[src/rtl/block_deserialiser.sv]
// Packs an incoming byte stream into a 4x4 block of 32-bit words.
// Single block buffer with valid/ready on both sides. A short final block
// is padded with PAD_BYTE and reported with its byte count.
module block_deserialiser #(
    parameter logic [7:0] PAD_BYTE       = 8'h00,
    parameter bit         BYTE_MSB_FIRST = 1'b1
) (
    input  logic                  clk,
    input  logic                  rst,
    input  logic [7:0]            in_byte,
    input  logic                  in_valid,
    input  logic                  in_last,
    output logic                  in_ready,
    output logic [3:0][3:0][31:0] outdata,
    output logic                  out_valid,
    input  logic                  out_ready,
    output logic                  out_last,
    output logic [6:0]            out_nbytes
);

    typedef enum logic {
        FILL,
        HOLD
    } state_t;

    state_t     state;
    state_t     state_next;
    logic [5:0] byte_cnt;
    logic       accept;
    logic       close_blk;
    logic       release_blk;
    logic [1:0] row;
    logic [1:0] col;
    logic [4:0] lane_lsb;

    // State register
    always_ff @(posedge clk) begin
        if (rst) begin
            state <= FILL;
        end else begin
            state <= state_next;
        end
    end

    // Next state and handshake signals; in_ready is held low while rst is high
    always_comb begin
        state_next  = state;
        in_ready    = 1'b0;
        out_valid   = 1'b0;
        accept      = 1'b0;
        close_blk   = 1'b0;
        release_blk = 1'b0;
        case (state)
            FILL: begin
                in_ready  = !rst;
                accept    = in_valid && !rst;
                close_blk = accept && (in_last || (byte_cnt == 6'd63));
                if (close_blk) begin
                    state_next = HOLD;
                end
            end
            HOLD: begin
                out_valid   = 1'b1;
                release_blk = out_ready;
                if (out_ready) begin
                    state_next = FILL;
                end
            end
            default: state_next = FILL;
        endcase
    end

    // Target word and byte lane of the next byte: first word lands in [3][3]
    always_comb begin
        row = 2'd3 - byte_cnt[5:4];
        col = 2'd3 - byte_cnt[3:2];
        if (BYTE_MSB_FIRST) begin
            lane_lsb = 5'd24 - {byte_cnt[1:0], 3'b000};
        end else begin
            lane_lsb = {byte_cnt[1:0], 3'b000};
        end
    end

    // Block buffer, byte counter and block descriptors
    always_ff @(posedge clk) begin
        if (rst || release_blk) begin
            byte_cnt   <= '0;
            outdata    <= {64{PAD_BYTE}};
            out_last   <= 1'b0;
            out_nbytes <= '0;
        end else if (accept) begin
            outdata[row][col][lane_lsb +: 8] <= in_byte;
            byte_cnt                         <= byte_cnt + 6'd1;
            if (close_blk) begin
                out_nbytes <= {1'b0, byte_cnt} + 7'd1;
                out_last   <= in_last;
            end
        end
    end

endmodule

[config.mk]
export PLATFORM = sky130hd
export DESIGN_NAME = block_deserialiser
export DESIGN_NICKNAME = d
export VERILOG_FILES = /design/src/rtl/block_deserialiser.sv
export SDC_FILE = /design/constraint.sdc
export NUM_CORES = 1
export LEC_CHECK = 0
export CORE_MARGIN = 1
export CORE_UTILIZATION = 43
export CTS_CLUSTER_DIAMETER = 60
export DETAILED_ROUTE_END_ITERATION = 16
export PLACE_DENSITY = 0.76
export SYNTH_ARGS = -nofsm -noshare
export SYNTH_HDL_FRONTEND = slang
export SYNTH_SLANG_ARGS = --single-unit
[constraint.sdc]
create_clock -name clk -period 2.28 [get_ports clk]
set_clock_uncertainty 0.05 [all_clocks]
set_input_delay 0.456 -clock clk [delete_from_list [all_inputs] [get_ports clk]]
set_output_delay 0.456 -clock clk [all_outputs]
set_load 0.03 [all_outputs]
# Word level (Yosys, flattened, before mapping)
# Index checks and enable logic that the tools add are counted.
[totals]
wordCells = 55
latch_bits = 0
mem_bits_ro = 0
input_bits = 13
memories = 0
register_bits = 527
ram_bits = 0
[classes]
n_reduce_logical = 8
n_mul = 0
n_eq_ne = 1
magnitude_cmp = 4
n_div = 0
add_sub_neg = 6
bitwise = 1
mux = 13
n_shift = 2
[op_table]
columns = ["operator", "n"]
rows = [
  ["$bwmux 512", 1],
  ["$demux 128 s2", 1],
  ["$mux 128", 1],
  ["$demux 32 s2", 1],
  ["$mux 32", 1],
  ["$shift 8x7->32 const A", 1],
  ["$shiftx 8x7->32", 1],
  ["$add 6x1->7 const B", 1],
  ["$mux 1", 7],
  ["$neg 5->7", 1],
  ["$add 6x1->6 const B", 1],
  ["$eq 6x6->1 const B", 1],
  ["$lt 2x3->1 const B", 2],
  ["$sub 5x5->5 const A", 1],
  ["$ge 2x1->1 const B", 2],
  ["$logic_and 1x1->1", 4],
  ["$sub 2x2->2 const A", 2],
  ["$logic_or 1x1->1", 2],
  ["$pmux 1 s2", 1],
  ["$reduce_and 2->1", 1],
  ["$logic_not 1->1", 1],
  ["$not 1->1", 1],
]

# Logic depth before layout (Yosys ltp)
# Gate-level depths: netlist of the first run.
[logic_depth]
depth_word = 8
mapped_depth = 9
depth_no_buf = 6

# Worst setup path before layout of the first run
# No wires, ideal clock.
[synth_timing]
path_type = "reg2reg"
startpoint = "register byte_cnt[0]"
endpoint = "register outdata[187] in the netlist's numbering"
required_ps = 2155
arrival_ps = 2314
period_less_slack_ps = 2439
path_buffers = 3
path_stages_with_launch = 9
setup_slack_ps = -159
cell_sequence = "dfxtp_1 > buf_2 > buf_2 > inv_1 > ha_1 > buf_2 > nor4b_4 > nand2_1 > o21ai_0"
[synth_between]
elab_chain_len = 8
[synth_rtl]
columns = ["element", "line_no", "source"]
rows = [
  ["start, declared", "28", "logic [5:0] byte_cnt;"],
  ["start signal, assigned", "93", "byte_cnt <= byte_cnt + 6'd1;"],
  ["$sub 5x5->5 (*)", "78", "lane_lsb = 5'd24 - {byte_cnt[1:0], 3'b000};"],
  ["named net lane_lsb[3]", "34", "logic [4:0] lane_lsb;"],
  ["$neg 5->7 (*)", "92", "outdata[row][col][lane_lsb +: 8] <= in_byte;"],
  ["$shift 8x7->32", "92", ""],
  ["$mux 32 (implied by the code)", "92", ""],
  ["$demux 32 s2", "92", ""],
  ["$mux 128 (implied by the code)", "92", ""],
  ["$demux 128 s2", "92", ""],
  ["$bwmux 512 (*)", "92", ""],
  ["end signal, assigned", "88", "outdata <= {64{PAD_BYTE}};"],
  ["end signal, assigned by index", "92", ""],
  ["end, declared", "14", "output logic [3:0][3:0][31:0] outdata,"],
]
# Mark *: on every way through the listed nets, which the timed path passes. The rest lies on a longest branch.
# A chain may end at the register's enable or synchronous reset.

# Worst setup path in the final report of the first run
[layout_timing]
startpoint = "register outdata[286] in the netlist's numbering"
endpoint = "output port outdata[286] in the netlist's numbering"
# No word-level cell between the ends.

==> results.sh, run 1 <==
export IMPL_outcome="finished clean"
export IMPL_setup_viol=0
export IMPL_fin_nets=2522
export IMPL_rsz0062_at_grt="true"
export IMPL_clockBufferDepth=3
export IMPL_relSlewSlack=0.5642
export IMPL_initial_core_util=0.4389
export IMPL_synthesis_nets=1947
export IMPL_reg2regPathDepth=6
export IMPL_tritoncts="yes"
export IMPL_grt_first_pass_wirelength_mm=99.55
export IMPL_cellLeakagePower_nw=10.75
export IMPL_holdCritPathClass="reg -> reg"
export IMPL_antenna_left=0
export IMPL_synth_cell_types=37
export IMPL_worstPathRequired_ns=1.77
export IMPL_path_buf_inv=1
export IMPL_coreArea_sq_um=43460
export IMPL_fin_crit_sh=0.9841
export IMPL_drt_vias_per_instance=5.334
export IMPL_htree_num_levels=2
export IMPL_whs_ns=0.4054
export IMPL_crit_type="reg -> out"
export IMPL_cts_buffers=53
export IMPL_grt_overflow_total=0
export IMPL_cp_cell_sequence="clkdlybuf4s50_1"
export IMPL_clock_root_buffer="clkbuf_16"
export IMPL_postSynthAreaPerCell_sq_um=9.882
export IMPL_place_congestion=0.8513
export IMPL_io_pins=535
export IMPL_cap_violations=0
export IMPL_io_buffers=534
export IMPL_dpl_hpwl_mm=49.95
export IMPL_drt_iter0_markers=1213
export IMPL_clock_latency_ns=0.59
export IMPL_placed_cells=3035
export IMPL_slowest_delay_ns=0.76
export IMPL_antenna_found_initial=5
export IMPL_crit_path_end_kind="output port"
export IMPL_drive_above_1_share=0.1302
export IMPL_period_needed_ns=2.244
export IMPL_critPathLaunchType="flip-flop"
export IMPL_final_util=0.6524
export IMPL_num_rows=76
export IMPL_critPathMaxFanout=2
export IMPL_die_w_microns=212.6
export IMPL_die_height_microns=212.6
export IMPL_cellPowerDensity_nw_per_um2=695.9
export IMPL_dr_pass1_iters=7
export IMPL_synth_seq_area_share=0.5532
export IMPL_ys_ff_latch=527
export IMPL_placed_area_sq_um=26380
export IMPL_dieArea_sq_um=45200
export IMPL_cpMaxStageDelayCell="clkdlybuf4s50_1"
export IMPL_fmax_mhz=445.7
export IMPL_fin_tns_setup_ns=0
export IMPL_worst_pin_slew_ns=0.6528
export IMPL_route_detailed_drc=0
export IMPL_arrival_ns=1.74
export IMPL_grt_max_degree=68
export IMPL_final_hold_viol_count=0
export IMPL_area_growth_pct=48.65
export IMPL_grt_pass1_vias=16310
export IMPL_track_usage=0.2927
export IMPL_ir_drop_v=0.0007349
export IMPL_numClockSinks=527
export IMPL_ys_warn_count=0
export IMPL_finish_instance_area_sq_um=28350
export IMPL_routedWlPerCell_microns=21.69
export IMPL_cp_top_family="buffers and inverters"
export IMPL_crit_cells=1
export IMPL_slew_violations=0
export IMPL_clkTransAtPathRegs_ns=0.06
export IMPL_worstHoldPathCells=2
export IMPL_synth_area_sq_um=19070
export IMPL_postCtsHoldBufs=0
export IMPL_vias=16730
export IMPL_finalWirelength_mm=68.03
export IMPL_netlist_instances=1930
export IMPL_stdcell_count=3137
[cell families (layout without fill, tap and decap cells)]
family,after synthesis,in the layout,share of synthesized area
other,0,2,0
buffers and inverters,169,789,0.03976
xor gates and xnor gates,5,5,0.002297
muxes,248,248,0.1302
adders and majority gates,4,4,0.002624
and+or+nand+nor,694,694,0.1959
AOI/OAI and AO/OA,283,283,0.07610
DFF,527,527,0.5532
[metal layers]
layer	share of wire	GRT usage	up-vias
met2	0.48	0.4928	687
met3	0.083	0.08154	155
met4	0.038	0.1230	6
met5	0.00068	0	-
li1	-	-	7886
met1	0.40	0.3490	8000
[state kept, by name (all words and copies together), names as in the netlist]
name / count
byte_cnt: 6
out_nbytes: 7
state: 1
outdata: 512
out_last: 1
[placed cells by master, fill, tap and decap left out, drive strengths merged, types with 3 or more instances in the layout]
| cell | count |
|---|---|
| and3b | 8 |
| buf | 152 |
| nor3b | 5 |
| ha | 4 |
| nor4b | 9 |
| clkdlybuf4s50 | 532 |
| dfxtp | 527 |
| clkbuf | 72 |
| and4b | 16 |
| and3 | 20 |
| inv | 7 |
| nor4bb | 9 |
| nand3 | 308 |
| mux2i | 248 |
| o21ai | 259 |
| a21oi | 16 |
| bufinv | 9 |
| clkinv | 14 |
| xnor2 | 3 |
| nand2 | 57 |
| nor2 | 256 |
| a211oi | 3 |
| nor3 | 3 |
[repair_timing]
action | in CTS | in global routing
gates resized for setup | 3 | 5
endpoints found under the setup margin | 9 | 40
setup buffers | 0 | 0
[synthesized netlist by cell type (all sizes together)]
cell | number | area (sq um)
a21oi | 16 | 80.08
xnor2 | 3 | 26.28
and3b | 8 | 70.07
o211ai | 1 | 7.510
buf | 79 | 420.4
a21o | 1 | 7.510
nor3 | 3 | 31.28
xor2 | 2 | 17.52
nand3 | 308 | 1804
o31ai | 2 | 28.78
inv | 4 | 15.01
a22o | 1 | 8.760
and4b | 16 | 160.2
or4bb | 1 | 11.26
clkbuf | 86 | 322.8
nand4bb | 1 | 11.26
dfxtp | 527 | 10550
mux2i | 248 | 2482
a211oi | 3 | 22.52
nor4bb | 9 | 90.09
ha | 4 | 50.05
nor4 | 1 | 6.260
nor2 | 256 | 960.9
nor3b | 5 | 37.54
nor4b | 9 | 214.0
nand2 | 57 | 214.0
and3 | 20 | 125.1
o21ai | 259 | 1296
[stage by stage]
stage	setup WS, ns	power, mW
final	0.03616	19.73
after global routing	-0.01254	20.27
after CTS	0.00007183	19.82
after detailed placement	-0.2219	10.44
after global placement	-0.2017	10.43
after floorplan	0.001045	9.954
[area by class of cell]
class | instances | area, sq um
Clock buffer | 72 | 1540
Antenna cell | 2 | 5.005
Fill cell | 3338 | 15110
Tap cell | 585 | 732.0
Multi-Input combinational cell | 1234 | 7954
Clock inverter | 28 | 400.4
Timing Repair Buffer | 685 | 7151
Inverter | 4 | 15.01
Sequential cell | 527 | 10550
[worst paths after layout]
kind,startpoint,endpoint,slack (ns)
max,outdata[286]$_SDFFE_PP0P_,outdata[286],0.04
min,outdata[397]$_SDFFE_PP0P_,outdata[397]$_SDFFE_PP0P_,0.41
max reg2reg,byte_cnt[0]$_SDFFE_PP0P_,outdata[129]$_SDFFE_PP0P_,0.12
min reg2reg,outdata[397]$_SDFFE_PP0P_,outdata[397]$_SDFFE_PP0P_,0.41
[power breakdown]
part / internal, mW / switching [mW]
clock network: 5.78 / 3.70
registers: 9.22 / 0.0179
logic: 0.340 / 0.664
total: 15.3 / 4.38
Power figures use the tool's default switching activity.
==> run 2: changes to the inputs <==
CTS_CLUSTER_DIAMETER = 120   (was 60)
==> results.sh, run 2 (synthesized netlist as in run 1, its figures left out) <==
export IMPL_grt_first_pass_wirelength_mm=99.52
export IMPL_cts_buffers=52
export IMPL_dr_pass1_iters=5
export IMPL_tritoncts="yes"
export IMPL_reg2reg_from="byte_cnt[1]$_SDFFE_PP0P_"
export IMPL_crit_path_end_kind="output port"
export IMPL_rsz0062_at_grt="true"
export IMPL_drive_above_1_share=0.1288
export IMPL_worst_pin_slew_ns=0.6517
export IMPL_cap_violations=0
export IMPL_relSlewSlack=0.5649
export IMPL_critPathMaxFanout=2
export IMPL_crit_type="reg -> out"
export IMPL_final_hold_viol_count=0
export IMPL_routedWlPerCell_microns=21.65
export IMPL_dieArea_sq_um=45200
export IMPL_grt_max_degree=68
export IMPL_grt_pass1_vias=16310
export IMPL_reg_largest_list="outdata (512), out_nbytes (7), byte_cnt (6)"
export IMPL_fmax_mhz=449.3
export IMPL_arrival_ns=1.72
export IMPL_cellPowerDensity_nw_per_um2=686.4
export IMPL_regMostFlops="outdata"
export IMPL_io_pins=535
export IMPL_worstPathRequired_ns=1.77
export IMPL_mostFrequentLayoutCell="clkdlybuf4s50_1"
export IMPL_outcome="finished clean"
export IMPL_cts_setup_buffers=0
export IMPL_holdCritPathClass="reg -> reg"
export IMPL_finalWirelength_mm=67.83
export IMPL_clock_root_buffer="clkbuf_16"
export IMPL_initial_core_util=0.4389
export IMPL_grt_overflow_total=0
export IMPL_clockBufferDepth=3
export IMPL_timing_final_ws_setup_ns=0.05437
export IMPL_fin_tns_setup_ns=0
export IMPL_cpMaxStageDelayCell="clkdlybuf4s50_1"
export IMPL_worst_hold_startpoint="outdata[397]$_SDFFE_PP0P_"
export IMPL_fin_crit_sh=0.9762
export IMPL_cellLeakagePower_nw=10.71
export IMPL_dpl_hpwl_mm=49.95
export IMPL_ir_drop_v=0.0007303
export IMPL_place_congestion=0.8513
export IMPL_clock_latency_ns=0.58
export IMPL_drt_vias_per_instance=5.333
export IMPL_period_needed_ns=2.226
export IMPL_finish_instance_area_sq_um=28260
export IMPL_largest_register_ffs=512
export IMPL_die_w_microns=212.6
export IMPL_dp_worst_setup_slack_ns=-0.2219
export IMPL_drt_iter0_markers=1124
export IMPL_setup_viol=0
export IMPL_slowest_delay_ns=0.76
export IMPL_path_buf_inv=1
export IMPL_critPathLaunchType="flip-flop"
export IMPL_num_rows=76
export IMPL_cp_startpoint="outdata[286]$_SDFFE_PP0P_"
export IMPL_postCtsHoldBufs=0
export IMPL_whs_ns=0.4072
export IMPL_final_cell_mix="clkdlybuf4s50_1 (532), dfxtp_1 (524), nand3_1 (263)"
export IMPL_cp_top_family="buffers and inverters"
export IMPL_route_detailed_drc=0
export IMPL_antenna_left=0
export IMPL_io_buffers=534
export IMPL_die_height_microns=212.6
export IMPL_cts_resized_gates=2
export IMPL_area_growth_pct=48.17
export IMPL_antenna_found_initial=5
export IMPL_track_usage=0.2926
export IMPL_clkTransAtPathRegs_ns=0.06
export IMPL_coreArea_sq_um=43460
export IMPL_slew_violations=0
export IMPL_cp_cell_sequence="clkdlybuf4s50_1"
export IMPL_fin_nets=2521
export IMPL_numClockSinks=527
export IMPL_placed_area_sq_um=26380
export IMPL_vias=16710
export IMPL_htree_num_levels=2
run 2: metrics by stage:
| step | cells | utilization | total power, mW |
|---|---|---|---|
| after detailed placement | 3035 | 0.6071 | 10.44 |
| after global routing | 3132 | 0.6502 | 19.94 |
| after global placement | 3035 | 0.6071 | 10.43 |
| after floorplan | 1930 | - | 9.954 |
| final | 3133 | 0.6503 | 19.40 |
| after CTS | 3131 | 0.6497 | 19.50 |
run 2: path summary, 6_finish.rpt:
check / end / slack [ns] / cells after the start
worst max-delay path: outdata[286] / 0.05 / 1
worst min-delay path: outdata[397]$_SDFFE_PP0P_ / 0.41 / 2
worst max register to register: outdata[227]$_SDFFE_PP0P_ / 0.12 / 6
worst min register to register: outdata[397]$_SDFFE_PP0P_ / 0.41 / 2
run 2: cell type report:
| class | instances | area, sq um |
|---|---|---|
| sequential | 527 | 10550 |
| clock buffer | 71 | 1504 |
| inverter | 4 | 15.01 |
| timing repair buffer | 685 | 7151 |
| clock inverter | 25 | 345.3 |
| antenna | 2 | 5.005 |
| multi-input combinational | 1234 | 7954 |
| fill | 3343 | 15200 |
| tap | 585 | 732.0 |
run 2: where the power goes:
part	internal [mW]	total, mW	switching (mW)
Combinational	0.340	1.00	0.662
Sequential	9.22	9.24	0.0178
Clock	5.53	9.16	3.62
run 2: per-layer routing:
metal	GRT usage	share of wire
met4	0.1233	0.037
met1	0.3489	0.40
met2	0.4921	0.48
met3	0.08168	0.083
met5	0	0.00068
